### config.mk
export PLATFORM = sky130hd
export DESIGN_NAME = x7seg_scan_flat
export DESIGN_NICKNAME = d
export VERILOG_FILES = /design/src/rtl/x7seg_if.sv /design/src/rtl/x7seg_scan.sv /design/src/flat_wrapper.sv
export SDC_FILE = /design/constraint.sdc
export NUM_CORES = 1
export LEC_CHECK = 0
export ABC_CLOCK_PERIOD_IN_PS = 2800
export CAP_MARGIN = 25
export CORE_MARGIN = 2
export CORE_UTILIZATION = 58
export DETAILED_ROUTE_END_ITERATION = 12
export GPL_TIMING_DRIVEN = 0
export PLACE_DENSITY = 0.79
export SYNTH_ARGS = -nofsm -noshare
export SYNTH_HDL_FRONTEND = slang
export SYNTH_SLANG_ARGS = --single-unit
### constraint.sdc
create_clock -name clk -period 2.8 [get_ports clk]
set_clock_uncertainty 0.05 [all_clocks]
set_input_delay 0.56 -clock clk [delete_from_list [all_inputs] [get_ports clk]]
set_output_delay 0.56 -clock clk [all_outputs]
set_load 0.01 [all_outputs]
### src/rtl/x7seg_if.sv
// Load/status/display bundle of the x7seg_scan display controller.
// The slave side is the controller; the master side is whoever loads it and owns the pins.
interface x7seg_if #(
  parameter int NDIG = 4
);
  logic [4*NDIG-1:0] x;
  logic              mode;
  logic              ld;
  logic              busy;
  logic              ovf;
  logic [6:0]        g_to_a;
  logic [NDIG-1:0]   an;

  modport master (
    output x, mode, ld,
    input  busy, ovf, g_to_a, an
  );

  modport slave (
    input  x, mode, ld,
    output busy, ovf, g_to_a, an
  );
endinterface

### src/rtl/x7seg_scan.sv
// Multiplexed common-anode seven-segment controller: hex or shift-add-3 decimal load, scanned output.
// Define X7SEG_BLANK_EN to blank leading-zero digits (digit 0 always lit, no blanking while ovf=1).
module x7seg_scan #(
  parameter int NDIG         = 4,
  parameter int BIN_W        = 14,
  parameter int REFRESH_BITS = 18
) (
  input  logic       clk,
  input  logic       clr,
  x7seg_if.slave     bus,
  output logic [0:0] dbg_state
);

  localparam int SEL_W = (NDIG > 1) ? $clog2(NDIG) : 1;
  localparam int CNT_W = REFRESH_BITS + SEL_W;
  localparam int ACC_W = 4 * (NDIG + 1);
  localparam int BC_W  = $clog2(BIN_W + 1);

  localparam logic [0:0] S_IDLE = 1'b0;
  localparam logic [0:0] S_CONV = 1'b1;

  localparam logic [6:0] SEG_DASH = 7'b0111111;
  localparam logic [6:0] SEG_OFF  = 7'b1111111;

  logic [0:0]        state;
  logic [4*NDIG-1:0] disp;
  logic              ovf_q;
  logic [BIN_W-1:0]  bin_q;
  logic [ACC_W-1:0]  acc;
  logic              carry_q;
  logic [BC_W-1:0]   bit_cnt;

  logic [ACC_W-1:0]  acc_adj;
  logic [ACC_W-1:0]  acc_next;
  logic              carry_out;
  logic              last_shift;

  logic [CNT_W-1:0]        cnt;
  logic [SEL_W-1:0]        sel;
  logic [REFRESH_BITS-1:0] dwell;
  logic                    wrap;

  logic [NDIG-1:0] blank;
  logic [3:0]      cur_digit;
  logic            cur_blank;
  logic [6:0]      seg_q;
  logic [NDIG-1:0] an_q;

  // Handshake: ld is a single-cycle strobe taken at a rising edge only when busy=0
  // (state IDLE); while busy=1 it is dropped, never queued.
  assign bus.busy   = (state == S_CONV);
  assign bus.ovf    = ovf_q;
  assign bus.g_to_a = seg_q;
  assign bus.an     = an_q;
  assign dbg_state  = state;

  function automatic logic [6:0] seg7(input logic [3:0] d);
    logic [6:0] s;
    case (d)
      4'h0:    s = 7'b1000000;
      4'h1:    s = 7'b1111001;
      4'h2:    s = 7'b0100100;
      4'h3:    s = 7'b0110000;
      4'h4:    s = 7'b0011001;
      4'h5:    s = 7'b0010010;
      4'h6:    s = 7'b0000010;
      4'h7:    s = 7'b1111000;
      4'h8:    s = 7'b0000000;
      4'h9:    s = 7'b0010000;
      4'hA:    s = 7'b0001000;
      4'hB:    s = 7'b0000011;
      4'hC:    s = 7'b1000110;
      4'hD:    s = 7'b0100001;
      4'hE:    s = 7'b0000110;
      default: s = 7'b0001110;
    endcase
    return s;
  endfunction

  // Shift-add-3 step: correct every BCD digit that would exceed 9 after doubling.
  always_comb begin
    acc_adj = acc;
    for (int i = 0; i <= NDIG; i++) begin
      if (acc[4*i +: 4] >= 4'd5) begin
        acc_adj[4*i +: 4] = acc[4*i +: 4] + 4'd3;
      end
    end
    acc_next   = {acc_adj[ACC_W-2:0], bin_q[BIN_W-1]};
    carry_out  = acc_adj[ACC_W-1];
    last_shift = (bit_cnt == BC_W'(BIN_W - 1));
  end

  always_ff @(posedge clk) begin
    if (clr) begin
      state   <= S_IDLE;
      disp    <= '0;
      ovf_q   <= 1'b0;
      bin_q   <= '0;
      acc     <= '0;
      carry_q <= 1'b0;
      bit_cnt <= '0;
    end else begin
      case (state)
        S_IDLE: begin
          if (bus.ld) begin
            if (bus.mode) begin
              bin_q   <= bus.x[BIN_W-1:0];
              acc     <= '0;
              carry_q <= 1'b0;
              bit_cnt <= '0;
              state   <= S_CONV;
            end else begin
              disp  <= bus.x;
              ovf_q <= 1'b0;
            end
          end
        end
        S_CONV: begin
          acc     <= acc_next;
          bin_q   <= bin_q << 1;
          carry_q <= carry_q | carry_out;
          bit_cnt <= bit_cnt + BC_W'(1);
          if (last_shift) begin
            disp  <= acc_next[4*NDIG-1:0];
            ovf_q <= (|acc_next[ACC_W-1 -: 4]) | carry_q | carry_out;
            state <= S_IDLE;
          end
        end
        default: state <= S_IDLE;
      endcase
    end
  end

  // Scan counter: upper bits pick the digit, lower bits set the dwell; it wraps
  // early so a non-power-of-two digit count never selects a missing digit.
  assign sel   = cnt[CNT_W-1 -: SEL_W];
  assign dwell = cnt[REFRESH_BITS-1:0];
  assign wrap  = (sel == SEL_W'(NDIG - 1)) && (&dwell);

  always_ff @(posedge clk) begin
    if (clr) begin
      cnt <= '0;
    end else if (wrap) begin
      cnt <= '0;
    end else begin
      cnt <= cnt + CNT_W'(1);
    end
  end

  always_comb begin
    blank = '0;
`ifdef X7SEG_BLANK_EN
    begin
      logic zero_above;
      zero_above = 1'b1;
      for (int i = NDIG - 1; i >= 1; i--) begin
        zero_above = zero_above && (disp[4*i +: 4] == 4'd0);
        blank[i]   = zero_above && !ovf_q;
      end
    end
`endif
  end

  assign cur_digit = disp[4*int'(sel) +: 4];
  assign cur_blank = blank[sel];

  // Pin registers lag sel/disp by one clock; overflow forces dashes on every digit.
  always_ff @(posedge clk) begin
    if (clr) begin
      seg_q <= SEG_OFF;
      an_q  <= '1;
    end else begin
      if (ovf_q) begin
        seg_q <= SEG_DASH;
      end else if (cur_blank) begin
        seg_q <= SEG_OFF;
      end else begin
        seg_q <= seg7(cur_digit);
      end
      an_q <= cur_blank ? {NDIG{1'b1}} : ~(NDIG'(1) << sel);
    end
  end

endmodule

### src/flat_wrapper.sv
// flat-port wrapper written by rule: the top's interface ports become plain ports
module x7seg_scan_flat 
#(
  parameter int NDIG         = 4,
  parameter int BIN_W        = 14,
  parameter int REFRESH_BITS = 18
)
  (clk, clr, dbg_state, bus_x, bus_mode, bus_ld, bus_busy, bus_ovf, bus_g_to_a, bus_an);
  x7seg_if #(.NDIG(NDIG)) bus_i ();
  input  logic clk;
  input  logic clr;
  output logic [0:0] dbg_state;
  input wire logic [$bits(bus_i.x)-1:0] bus_x;
  input wire logic [$bits(bus_i.mode)-1:0] bus_mode;
  input wire logic [$bits(bus_i.ld)-1:0] bus_ld;
  output wire logic [$bits(bus_i.busy)-1:0] bus_busy;
  output wire logic [$bits(bus_i.ovf)-1:0] bus_ovf;
  output wire logic [$bits(bus_i.g_to_a)-1:0] bus_g_to_a;
  output wire logic [$bits(bus_i.an)-1:0] bus_an;
  assign bus_i.x = bus_x;
  assign bus_i.mode = bus_mode;
  assign bus_i.ld = bus_ld;
  assign bus_busy = bus_i.busy;
  assign bus_ovf = bus_i.ovf;
  assign bus_g_to_a = bus_i.g_to_a;
  assign bus_an = bus_i.an;
  x7seg_scan #(.NDIG(NDIG), .BIN_W(BIN_W), .REFRESH_BITS(REFRESH_BITS)) u_core (.clk(clk), .clr(clr), .bus(bus_i), .dbg_state(dbg_state));
endmodule
Word level (Yosys, flattened, before mapping)
Memories as Yosys holds them, arrays and structs flattened.
Index checks and enable logic that the tools add are counted.
Widths: inputs -> output; s select.
{"block": "totals", "register_bits": 88, "rom_bits": 112, "input_bits": 20, "output_inout_bits": 14, "n_memories": 1}
{"name": "(no name shown)", "words": 16, "word_bits": 7, "read_ports": 1, "rd_clocked_by_memory_dff": 0, "write_ports": 0, "line": "x7seg_scan.sv:59", "source": "case (d)"}
{"block": "classes", "n_addsub": 7, "n_lt_le_gt_ge": 6, "n_eq_ne": 6, "shift": 2, "mux": 33, "n_bitwise": 5, "n_reduce_logical": 8}
{"operator": "$mux 16", "count": 3}
{"operator": "$mux 20", "count": 2}
{"operator": "$pmux 20 s2", "count": 1}
{"operator": "$pmux 16 s2", "count": 1}
{"operator": "$mux 14", "count": 2}
{"operator": "$mux 4", "count": 7}
{"operator": "$pmux 14 s2", "count": 1}
{"operator": "$add 20x1->20 const B", "count": 1}
{"operator": "$add 4x2->4 const B", "count": 5}
{"operator": "$ge 4x3->1 const B", "count": 5}
{"operator": "$reduce_and 18->1", "count": 1}
{"operator": "$shiftx 16x5->4", "count": 1}
{"operator": "$mux 7", "count": 2}
{"operator": "$mux 1", "count": 9}
{"operator": "$ne 2x2->1 const B", "count": 4}
{"operator": "$pmux 4 s2", "count": 1}
{"operator": "$pmux 1 s2", "count": 3}
{"operator": "$add 4x1->4 const B", "count": 1}
{"operator": "$eq 4x4->1 const B", "count": 1}
{"operator": "$not 4->4", "count": 1}
{"operator": "$reduce_or 2->1", "count": 2}
{"operator": "$reduce_or 4->1", "count": 1}
{"operator": "$shl 1x2->4 const A", "count": 1}
{"operator": "$lt 2x3->1 const B", "count": 1}
{"operator": "8 further kinds", "count": 10}

Depth between registers and ports, before layout
Gate-level depths: netlist (run 1).
{"block": "logic_depth", "depth_word": 7, "mapped_depth": 7, "ltp_nobuf": 7}

Worst setup path before layout (run 1)
No wires, ideal clock.
{"block": "synth_timing", "path_kind": "reg2reg", "start": "register u_core.cnt[18]", "end": "register u_core.seg_q[6] (netlist: u_core.bus.g_to_a[6])", "setup_time_ps": 127, "arrival_ps": 1817, "required_ps": 2623, "slack_ps": 806, "stages_incl_launch_ff": 7, "period_less_slack_ps": 1994, "path_cell_list": "dfxtp_1 -> buf_6 -> mux4_1 -> ha_1 -> mux2i_1 -> nor3_1 -> or3_1"}
{"block": "synth_via", "elab_chain_len": 4, "word_cells_on_any_way": 6, "classes_between": "shift: 1; mux: 4; memory: 1"}
{"element": "start, declared", "line": "x7seg_scan.sv:38", "source": "logic [CNT_W-1:0] cnt;"}
{"element": "start signal, assigned", "line": "x7seg_scan.sv:146", "source": "cnt <= cnt + CNT_W'(1);"}
{"element": "$shiftx 16x5->4 or $bmux 1 s2 (tied branches)", "line": "x7seg_scan.sv:164, x7seg_scan.sv:165"}
{"element": "$mem_v2 16x7 or $mux 1 (tied branches)"}
{"element": "$mux 7 *", "line": "x7seg_scan.sv:175", "source": "end else if (cur_blank) begin"}
{"element": "$mux 7 *", "line": "x7seg_scan.sv:173", "source": "if (ovf_q) begin"}
{"element": "end signal, assigned", "line": "x7seg_scan.sv:178", "source": "seg_q <= seg7(cur_digit);"}
{"element": "end, declared", "line": "x7seg_scan.sv:46", "source": "logic [6:0] seg_q;"}
Every way passes the cells marked *; elsewhere a longest branch is shown, timed or not. The select of a mux whose other input is x is not followed.
A chain may end at the register's enable or synchronous reset.

Worst setup path after layout (run 1)
{"block": "layout_timing", "start": "register u_core.cnt[19]", "end": "register u_core.seg_q[6] (netlist: u_core.bus.g_to_a[6])"}
Same word-level chain as after synthesis.

==> metrics.md, run 1 <==
| Metric | Value |
|---|---|
| Hold WC Path Type | reg2reg |
| Mean post-synth cell area | 8.30 sq um |
| CTS Buf Count | 9 |
| Final hold vios | 0 |
| Largest net degree at the start of global routing | 15 |
| H-tree Lvls | 3 |
| Achievable frequency | 0.460 GHz |
| WL/cell | 15.2 um |
| Gate power share | 10.8% |
| Crit-path cells | clkbuf_1, mux4_1, ha_1, mux2i_1, nor3_1, or3_1 |
| DR vias | 3777 |
| IO buf count | 31 |
| Element type at the critical path end | register |
| Post-CTS resize count | 0 |
| Max IR drop VDD | 0.287 mV |
| Crit path max fanout | 10 |
| WP buf/inv | 1 |
| TritonRoute pass-1 iters | 4 |
| Ranking of synthesized cells by area | dfxtp_1 41%, a21oi_1 7.0%, nor2_1 6.0% |
| Required @ worst endpoint | 3000 ps |
| Crit path DAT | 2380 ps |
| Met3 Resource Use GR | 3.27% |
| MaxCap Viol Count | 0 |
| Synthesized net count | 556 |
| Nets | 598 |
| CP Launch Type | register |
| Number of synthesized flops with an enable pin | 0 |
| Post-route ant nets | 0 |
| Cell family with most CP delay | multiplexers |
| Final Max Tran Viols | 0 |
| Cts hold-fix bufs | 0 |
| Syn Inst Count | 518 |
| Routability congestion estimate from global placement | 0.929 |
| Pwr Density | 537 mW/mm^2 |
| CP max stage cell | mux4_1 |
| TritonCTS clock tree | done |
| Die area | 0.00811 sq mm |
| Area Growth Syn to Fin | 15.8% |
| Crit share post-route | 77.7% |
| Starting Density | 59.6% |
| Internal power | 0.00203 W |
| Lkg Pwr | 1.81 nW |
| YS warnings | 0 |
| Transition time of the tightest slew-check pin | 767 ps |
| Top cell type's share of synthesized area | 41.0% |
| Sequential share of the synthesized area | 41.0% |
| Pre-CTS WS | 447 ps |
| Core Region | 0.00721 sq mm |
| RSZ-0062 raised after global routing | no |
| Root Buffer | clkbuf_8 |
| Final total power | 0.00267 W |
| GR Util met1 | 32.5% |
| Switching Share | 24.0% |
| Endpoints failing setup | 0 |
| Rel. slew slack | 48.8% |
| First-pass GRT wire length | 16800 um |
| Width of the die | 90.1 um |
| Netlist Area Pre-Place | 0.00430 sq mm |
| Async set or reset register ratio after synthesis | 0% |
| Sequential power share | 49.2% |
| Worst-Skew Late Latency | 360 ps |
| Row cnt | 31 |
| Setup TNS | 0 ps |
| Busiest grt layer | met2 |
| DP HPWL | 7370 um |
| Placed inst area | 0.00473 sq mm |
| Most numerous cell in the Yosys netlist | dfxtp_1 |
| Status | finished, final reports clean |
| Clock network power share | 40.0% |
| Setup bufs post-CTS | 0 |
| Period minus WS final | 2180 ps |
| Top post-synthesis cells by count | 88 x dfxtp_1, 69 x nor2_1, 60 x a21oi_1 |
| Clock Path Buffers | 2 |
| Number of synthesized register bits | 88 |
| Slowest stage delay, CP | 470 ps |
| Vias in the first global route | 3647 |
| Library cells used by synthesis | 46 |
| Top_reg_cell synth | dfxtp_1 |
| Final worst setup slack | 625 ps |
| Clk slew on worst S/H paths | 90 ps |
| Grt ovf | 0 |
| Layout cells sized above 1 | 5.84% |
| Switching power total | 0.000641 W |
| Initial drt markers | 201 |
| Initial antenna violation count | 0 |
| Worst setup path category | reg2reg |
| DRC viols | 0 |
| Met2 GRT Util | 43.9% |
| Vias per cell | 5.69 |
| Routed WL | 10100 um |
| Synth area leader | dfxtp_1 |
| Die height | 90.1 um |
| Clock sink count | 88 |
| IO Pins | 34 |
| # diodes | 0 |
| GRT Total Usage | 25.4% |
| Final instance area | 0.00498 sq mm |
logic make-up (layout without fill, tap and decap cells):
group                    Yosys count  in the layout  share of synthesized area (%)
AO/OA/AOI/OAI                    112            112                           15.6
XOR/XNOR                          25             25                           5.09
adder cells (fa/ha/maj)           18             18                           5.24
buffers and inverters             52             99                           5.12
flip-flops                        88             88                           41.0
multiplexers                      15             15                           4.98
AND/OR/NAND/NOR                  208            208                           23.0
metal layers:
layer | vias up | routed length [um] | part of all wire [%]
met4 | 0 | 177 | 1.7
met2 | 118 | 4800 | 47
met1 | 1773 | 4520 | 45
met3 | 17 | 619 | 6.1
met5 | - | 0 | 0
li1 | 1869 | - | -
power by group through the flow:
stage          Combinational (W)  Clock, W  Sequential [W]
3_5_place_dp            0.000285         0         0.00135
4_1_cts                 0.000287   0.00107         0.00132
2_1_floorplan           0.000170         0         0.00135
5_1_grt                 0.000316   0.00113         0.00132
3_3_place_gp            0.000279         0         0.00134
6_report                0.000289   0.00107         0.00132
cell type report:
class,count,area [sq um]
Timing Repair Buffer,31,310
Tap cell,99,124
Sequential cell,88,1760
Buffer,34,153
Fill cell,598,2240
Clock inverter,5,104
Inverter,18,67.6
Multi-Input combinational cell,378,2320
Clock buffer,11,141
path summary, 6_finish.rpt:
path              depth (start not counted)                 startpoint  slack (ps)                         endpoint
setup / recovery                          6  u_core.cnt[19]$_SDFF_PP0_         620  u_core.bus.g_to_a[6]$_SDFF_PP1_
hold / removal                            1   u_core.cnt[0]$_SDFF_PP0_         430         u_core.cnt[0]$_SDFF_PP0_
setup reg to reg                          6  u_core.cnt[19]$_SDFF_PP0_         620  u_core.bus.g_to_a[6]$_SDFF_PP1_
hold reg to reg                           1   u_core.cnt[0]$_SDFF_PP0_         430         u_core.cnt[0]$_SDFF_PP0_
metrics by stage:
stage,cells,hold slack [ps],utilization (%)
after CTS,664,433,69.0
after detailed placement,648,421,65.6
final,664,433,69.0
after global placement,648,394,65.6
after global routing,664,453,69.0
after floorplan,518,380,-
cell usage in the layout (no fill, tap or decap), types with 5 or more instances in the layout:
| cell | count |
|---|---|
| clkbuf_1 | 28 |
| xor2_1 | 11 |
| a211oi_1 | 6 |
| nand3_1 | 26 |
| nand2b_1 | 19 |
| o21ai_0 | 14 |
| o211ai_1 | 6 |
| nor3b_1 | 9 |
| clkbuf_8 | 10 |
| mux2_2 | 5 |
| mux2i_1 | 6 |
| dfxtp_1 | 88 |
| xnor2_1 | 14 |
| a21oi_1 | 60 |
| and3_1 | 5 |
| ha_1 | 18 |
| inv_1 | 18 |
| clkdlybuf4s50_1 | 31 |
| a311oi_1 | 11 |
| nor2_1 | 69 |
| nand2_1 | 55 |
state kept, by name, summed over array words and instances (netlist names), 4 cells and up:
signal             cells
u_core.cnt            20
u_core.bit_cnt         4
u_core.acc            20
u_core.bin_q          14
u_core.bus.g_to_a      7
u_core.disp           16
u_core.bus.an          4
No activity file was read; power rests on OpenSTA's default activity.
==> run 2, diff against run 1 <==
ABC_CLOCK_PERIOD_IN_PS = 2000   (was 2800)
CORE_UTILIZATION = 52   (was 58)
PLACE_DENSITY = 0.75   (was 0.79)
clock period = 2 ns   (was 2.8 ns; I/O delays follow)
==> run 2 against run 1 <==
Register-to-register slack got worse by 630 ps. Non-clock buffer count increased by 5. Combinational power increased by 48%. First-iteration DRC count increased by 8.5%. Clock power increased by 37%. Sequential share of layout area decreased by 0.69 points. Via count increased by 2.2%. Routed wire length increased by 3.4%. Sequential power increased by 39%. The flow now finishes with violations (setup timing). Design area increased by 2.1%. Clock-buffer cell count increased by 1. Core utilization decreased by 6.2 points.
==> metrics.md, run 2 (synthesized netlist as in run 1, its figures left out) <==
| Metric | Value |
|---|---|
| IO buf count | 31 |
| GRT Total Usage | 24.0% |
| Period minus WS final | 2010 ps |
| Initial drt markers | 218 |
| DR vias | 3859 |
| Die height | 94.9 um |
| TritonCTS clock tree | done |
| Switching Share | 23.8% |
| Most common library cell in the layout ignoring fill and taps | dfxtp_1 |
| Setup TNS | -15.2 ps |
| Hold WC Path Type | reg2reg |
| Layout cells sized above 1 | 9.49% |
| WL/cell | 15.5 um |
| Area Growth Syn to Fin | 18.2% |
| Post-route ant nets | 0 |
| Crit path DAT | 2170 ps |
| Width of the die | 94.9 um |
| RSZ-0062 raised after global routing | yes |
| Routed WL | 10500 um |
| Endpoints failing setup | 2 |
| Achievable frequency | 0.498 GHz |
| Clock Path Buffers | 2 |
| Setup slack, reg-to-reg | -8 ps |
| Routability congestion estimate from global placement | 0.899 |
| Vias in the first global route | 3660 |
| Switching power total | 0.000889 W |
| Internal power | 0.00285 W |
| Largest regs | u_core.acc (20), u_core.cnt (20), u_core.disp (16) |
| # diodes | 0 |
| Pwr Density | 736 mW/mm^2 |
| IO Pins | 34 |
| Crit path max fanout | 8 |
| Slowest stage delay, CP | 600 ps |
| Vias per cell | 5.73 |
| Root Buffer | clkbuf_8 |
| Final worst setup slack | -8.29 ps |
| Worst-Skew Late Latency | 360 ps |
| MaxCap Viol Count | 0 |
| Final total power | 0.00374 W |
| Nets | 603 |
| Grt ovf | 0 |
| Transition time of the tightest slew-check pin | 619 ps |
| Crit share post-route | 100% |
| Worst setup path category | reg2reg |
| Cell family with most CP delay | multiplexers |
| DRC viols | 0 |
| Initial antenna violation count | 0 |
| Status | complete, but fails checks |
| Max IR drop VDD | 0.319 mV |
| CP Launch Type | register |
| First-pass GRT wire length | 16800 um |
| Gate power share | 11.4% |
| Cts hold-fix bufs | 0 |
| Row cnt | 33 |
| Failing checks | setup timing |
| Element type at the critical path end | register |
| TritonRoute pass-1 iters | 5 |
| WP buf/inv | 2 |
| DP HPWL | 7520 um |
| CP max stage cell | mux4_2 |
| Worst path depth | 7 |
| Clock sink count | 88 |
| H-tree Lvls | 3 |
| Hold path depth | 1 |
| Sequential power share | 49.3% |
| Clock network power share | 39.3% |
| Final Max Tran Viols | 0 |
| Lkg Pwr | 1.85 nW |
| Core Region | 0.00809 sq mm |
| Starting Density | 53.1% |
| Required @ worst endpoint | 2160 ps |
| Most frequent cells in the layout | 87 x dfxtp_1, 68 x nor2_1, 59 x a21oi_1 |
| Die area | 0.00901 sq mm |
| Crit-path cells | buf_6, mux4_2, inv_2, ha_4, nor2_2, nand3b_1, o211ai_1 |
| Largest net degree at the start of global routing | 14 |
| Rel. slew slack | 58.7% |
| Final hold vios | 0 |
| CTS Buf Count | 9 |
| Clk slew on worst S/H paths | 80 ps |
| R2R cell count | 7 |
-- run 2: power by group through the flow --
| stage | logic [W] | clock network, W | registers [W] |
|---|---|---|---|
| finish | 0.000428 | 0.00147 | 0.00184 |
| global route | 0.000469 | 0.00155 | 0.00185 |
| CTS | 0.000407 | 0.00148 | 0.00184 |
| detailed placement | 0.000401 | 0 | 0.00188 |
| global placement | 0.000393 | 0 | 0.00188 |
| floorplan | 0.000238 | 0 | 0.00188 |
-- run 2: layout make-up --
| class | instances | area [sq um] |
|---|---|---|
| Sequential cell | 88 | 1760 |
| Timing Repair Buffer | 36 | 348 |
| Fill cell | 724 | 3010 |
| Clock inverter | 3 | 90.1 |
| Clock buffer | 12 | 145 |
| Tap cell | 105 | 131 |
| Buffer | 34 | 160 |
| Multi-Input combinational cell | 378 | 2370 |
| Inverter | 18 | 67.6 |
-- run 2: stage by stage --
step | hold slack, ps | area (sq um) | utilization [%] | setup slack [ps] | instances
finish | 418 | 5080 | 62.8 | -8.29 | 674
global route | 443 | 5080 | 62.8 | -132 | 674
CTS | 424 | 4980 | 61.5 | -2.84 | 669
detailed placement | 405 | 4740 | 58.6 | -253 | 654
global placement | 392 | 4740 | 58.6 | -226 | 654
floorplan | 380 | 4300 | - | 6.40 | 518
-- run 2: routing by layer --
layer	track usage (%)	share of wire (%)	routed length [um]	vias to the layer above
met3	3.35	4.5	471	21
met1	29.7	45	4650	1847
met2	41.8	49	5110	108
li1	-	-	-	1883
met4	9.90	2.1	222	0
met5	0	0	0	-
-- run 2: repair_timing --
item / CTS / global route
buffers inserted: 0 / 5
hold endpoints to repair: 0 / 0
endpoints found under the setup margin: 10 / 37
gates resized for setup: 9 / 18
pin swaps: 0 / 5
-- run 2: final timing paths --
kind,start,endpoint
setup / recovery,u_core.cnt[18]$_SDFF_PP0_,u_core.bus.g_to_a[1]$_SDFF_PP1_
hold / removal,u_core.cnt[0]$_SDFF_PP0_,u_core.cnt[0]$_SDFF_PP0_
setup reg to reg,u_core.cnt[18]$_SDFF_PP0_,u_core.bus.g_to_a[1]$_SDFF_PP1_
hold reg to reg,u_core.cnt[0]$_SDFF_PP0_,u_core.cnt[0]$_SDFF_PP0_
==> run 3, diff against run 2 <==
ABC_CLOCK_PERIOD_IN_PS = 2200   (was 2000)
CORE_UTILIZATION = 45   (was 52)
PLACE_DENSITY = 0.64   (was 0.75)
clock period = 2.2 ns   (was 2 ns; I/O delays follow)
==> run 3 against run 2 <==
The flow now finishes without violations. Routed wire length shrank 1.1%. Sequential power shrank 9%. Die area grew 15%. Final cell count grew 3.0%. Combinational power shrank 14%. First-iteration DRC count shrank 19%. Critical endpoint is now u_core.bus.g_to_a[6]$_SDFF_PP1_. Non-clock buffer count shrank 5. Clock-buffer cell count is the same. Sequential cell count is the same.
==> metrics.md, run 3 (synthesized netlist as in run 1, its figures left out) <==
| Metric | Value |
|---|---|
| Status | finished, final reports clean |
| Largest regs | u_core.acc (20), u_core.cnt (20), u_core.disp (16) |
| Vias in the first global route | 3577 |
| Width of the die | 102 um |
| Die area | 0.0103 sq mm |
| Element type at the critical path end | register |
| R2R cell count | 6 |
| GRT Total Usage | 20.9% |
| Max IR drop VDD | 0.377 mV |
| Final hold vios | 0 |
| Core Region | 0.00924 sq mm |
| DRC viols | 0 |
| Worst setup path end | u_core.bus.g_to_a[6]$_SDFF_PP1_ |
| Crit share post-route | 94.0% |
| Switching Share | 24.6% |
| Final Max Tran Viols | 0 |
| Worst setup path category | reg2reg |
| DP HPWL | 7610 um |
| Clk slew on worst S/H paths | 80 ps |
| Slowest stage delay, CP | 570 ps |
| MaxCap Viol Count | 0 |
| CP max stage cell | mux4_2 |
| Layout cells sized above 1 | 7.08% |
| Clock network power share | 38.4% |
| Internal power | 0.00251 W |
| Worst path depth | 6 |
| Row cnt | 35 |
| IO buf count | 31 |
| Clock Path Buffers | 2 |
| WP buf/inv | 1 |
| IO Pins | 34 |
| Required @ worst endpoint | 2390 ps |
| Reg2reg end | u_core.bus.g_to_a[6]$_SDFF_PP1_ |
| H-tree Lvls | 3 |
| Final total power | 0.00332 W |
| Crit path max fanout | 10 |
| Routability congestion estimate from global placement | 0.844 |
| Endpoints failing setup | 0 |
| Most frequent cells in the layout | 88 x dfxtp_1, 69 x nor2_1, 59 x a21oi_1 |
| WHS | 423 ps |
| Period minus WS final | 2070 ps |
| Clock sink count | 88 |
| Nets | 598 |
| Starting Density | 46.5% |
| Grt ovf | 0 |
| WL/cell | 14.9 um |
| Worst-Skew Late Latency | 350 ps |
| TritonCTS clock tree | done |
| Crit path DAT | 2260 ps |
| Pwr Density | 664 mW/mm^2 |
| Post-route ant nets | 0 |
| Die height | 102 um |
| Cell family with most CP delay | multiplexers |
| Most common library cell in the layout ignoring fill and taps | dfxtp_1 |
| Setup slack, reg-to-reg | 130 ps |
| Lkg Pwr | 1.80 nW |
| Sequential power share | 50.5% |
| Crit. Startpoint | u_core.cnt[18]$_SDFF_PP0_ |
| TritonRoute pass-1 iters | 5 |
| Reg2Reg Launch Point | u_core.cnt[18]$_SDFF_PP0_ |
| RSZ-0062 raised after global routing | no |
| Transition time of the tightest slew-check pin | 643 ps |
| # diodes | 0 |
| Rel. slew slack | 57.1% |
| Gate power share | 11.1% |
| Setup bufs post-CTS | 0 |
| Routed WL | 10300 um |
| Area Growth Syn to Fin | 16.4% |
| CP Launch Type | register |
| DR vias | 3769 |
| First-pass GRT wire length | 16900 um |
| Achievable frequency | 0.483 GHz |
| CTS Buf Count | 9 |
| Crit-path cells | buf_6, mux4_2, ha_1, mux2i_1, nor3_1, or3_1 |
| Largest net degree at the start of global routing | 15 |
| Hold path depth | 1 |
| Root Buffer | clkbuf_8 |
| Initial drt markers | 177 |
| Initial antenna violation count | 0 |
| Hold WC Path Type | reg2reg |
| Switching power total | 0.000816 W |
| Vias per cell | 5.43 |
[run 3: layer usage]
layer	vias to the layer above	global-route usage, %	wire length, um
li1	1871	-	-
met1	1763	26.0	4650
met2	118	34.9	4860
met3	17	4.97	610
met4	0	8.32	223
met5	-	0	0
[run 3: stage by stage]
stage / TNS, ps / instances / utilization, % / area [sq um] / setup slack [ps]
final: 0 / 694 / 54.1 / 5000 / 131
after global routing: 0 / 694 / 54.1 / 5000 / 4.86
after CTS: 0 / 694 / 54.1 / 5000 / 22.3
after detailed placement: -4630 / 678 / 51.6 / 4770 / -143
after global placement: -3290 / 678 / 51.6 / 4770 / -109
after floorplan: 0 / 518 / - / 4300 / 206
[run 3: what timing repair did]
item                                    CTS  global route
hold buffers                              0             0
endpoints found under the setup margin    0            21
resized for setup                         0            11
[run 3: layout make-up]
type	count	area, sq um
plain buffers	34	158
multi-input cells	378	2310
clock buffers	12	155
repair buffers	31	310
clock inverters	4	76.3
well taps	129	161
flip-flops and latches	88	1760
inverters	18	67.6
fillers	873	4240
[run 3: worst min path at each step]
| stage | startpoint | to | slack [ps] |
|---|---|---|---|
| after global routing | u_core.acc[1]$_SDFFE_PP0P_ | u_core.acc[1]$_SDFFE_PP0P_ | 460 |
| after floorplan | u_core.cnt[0]$_SDFF_PP0_ | u_core.cnt[0]$_SDFF_PP0_ | 380 |
| after detailed placement | u_core.cnt[0]$_SDFF_PP0_ | u_core.cnt[0]$_SDFF_PP0_ | 410 |
| after CTS | u_core.cnt[0]$_SDFF_PP0_ | u_core.cnt[0]$_SDFF_PP0_ | 430 |
| final | u_core.cnt[0]$_SDFF_PP0_ | u_core.cnt[0]$_SDFF_PP0_ | 420 |
| after global placement | u_core.cnt[0]$_SDFF_PP0_ | u_core.cnt[0]$_SDFF_PP0_ | 390 |
[run 3: power groups by stage]
stage | registers, W | clock network (W) | logic, W
6_report | 0.00168 | 0.00128 | 0.000369
4_1_cts | 0.00168 | 0.00131 | 0.000366
3_5_place_dp | 0.00171 | 0 | 0.000364
5_1_grt | 0.00168 | 0.00136 | 0.000403
2_1_floorplan | 0.00171 | 0 | 0.000216
3_3_place_gp | 0.00171 | 0 | 0.000361
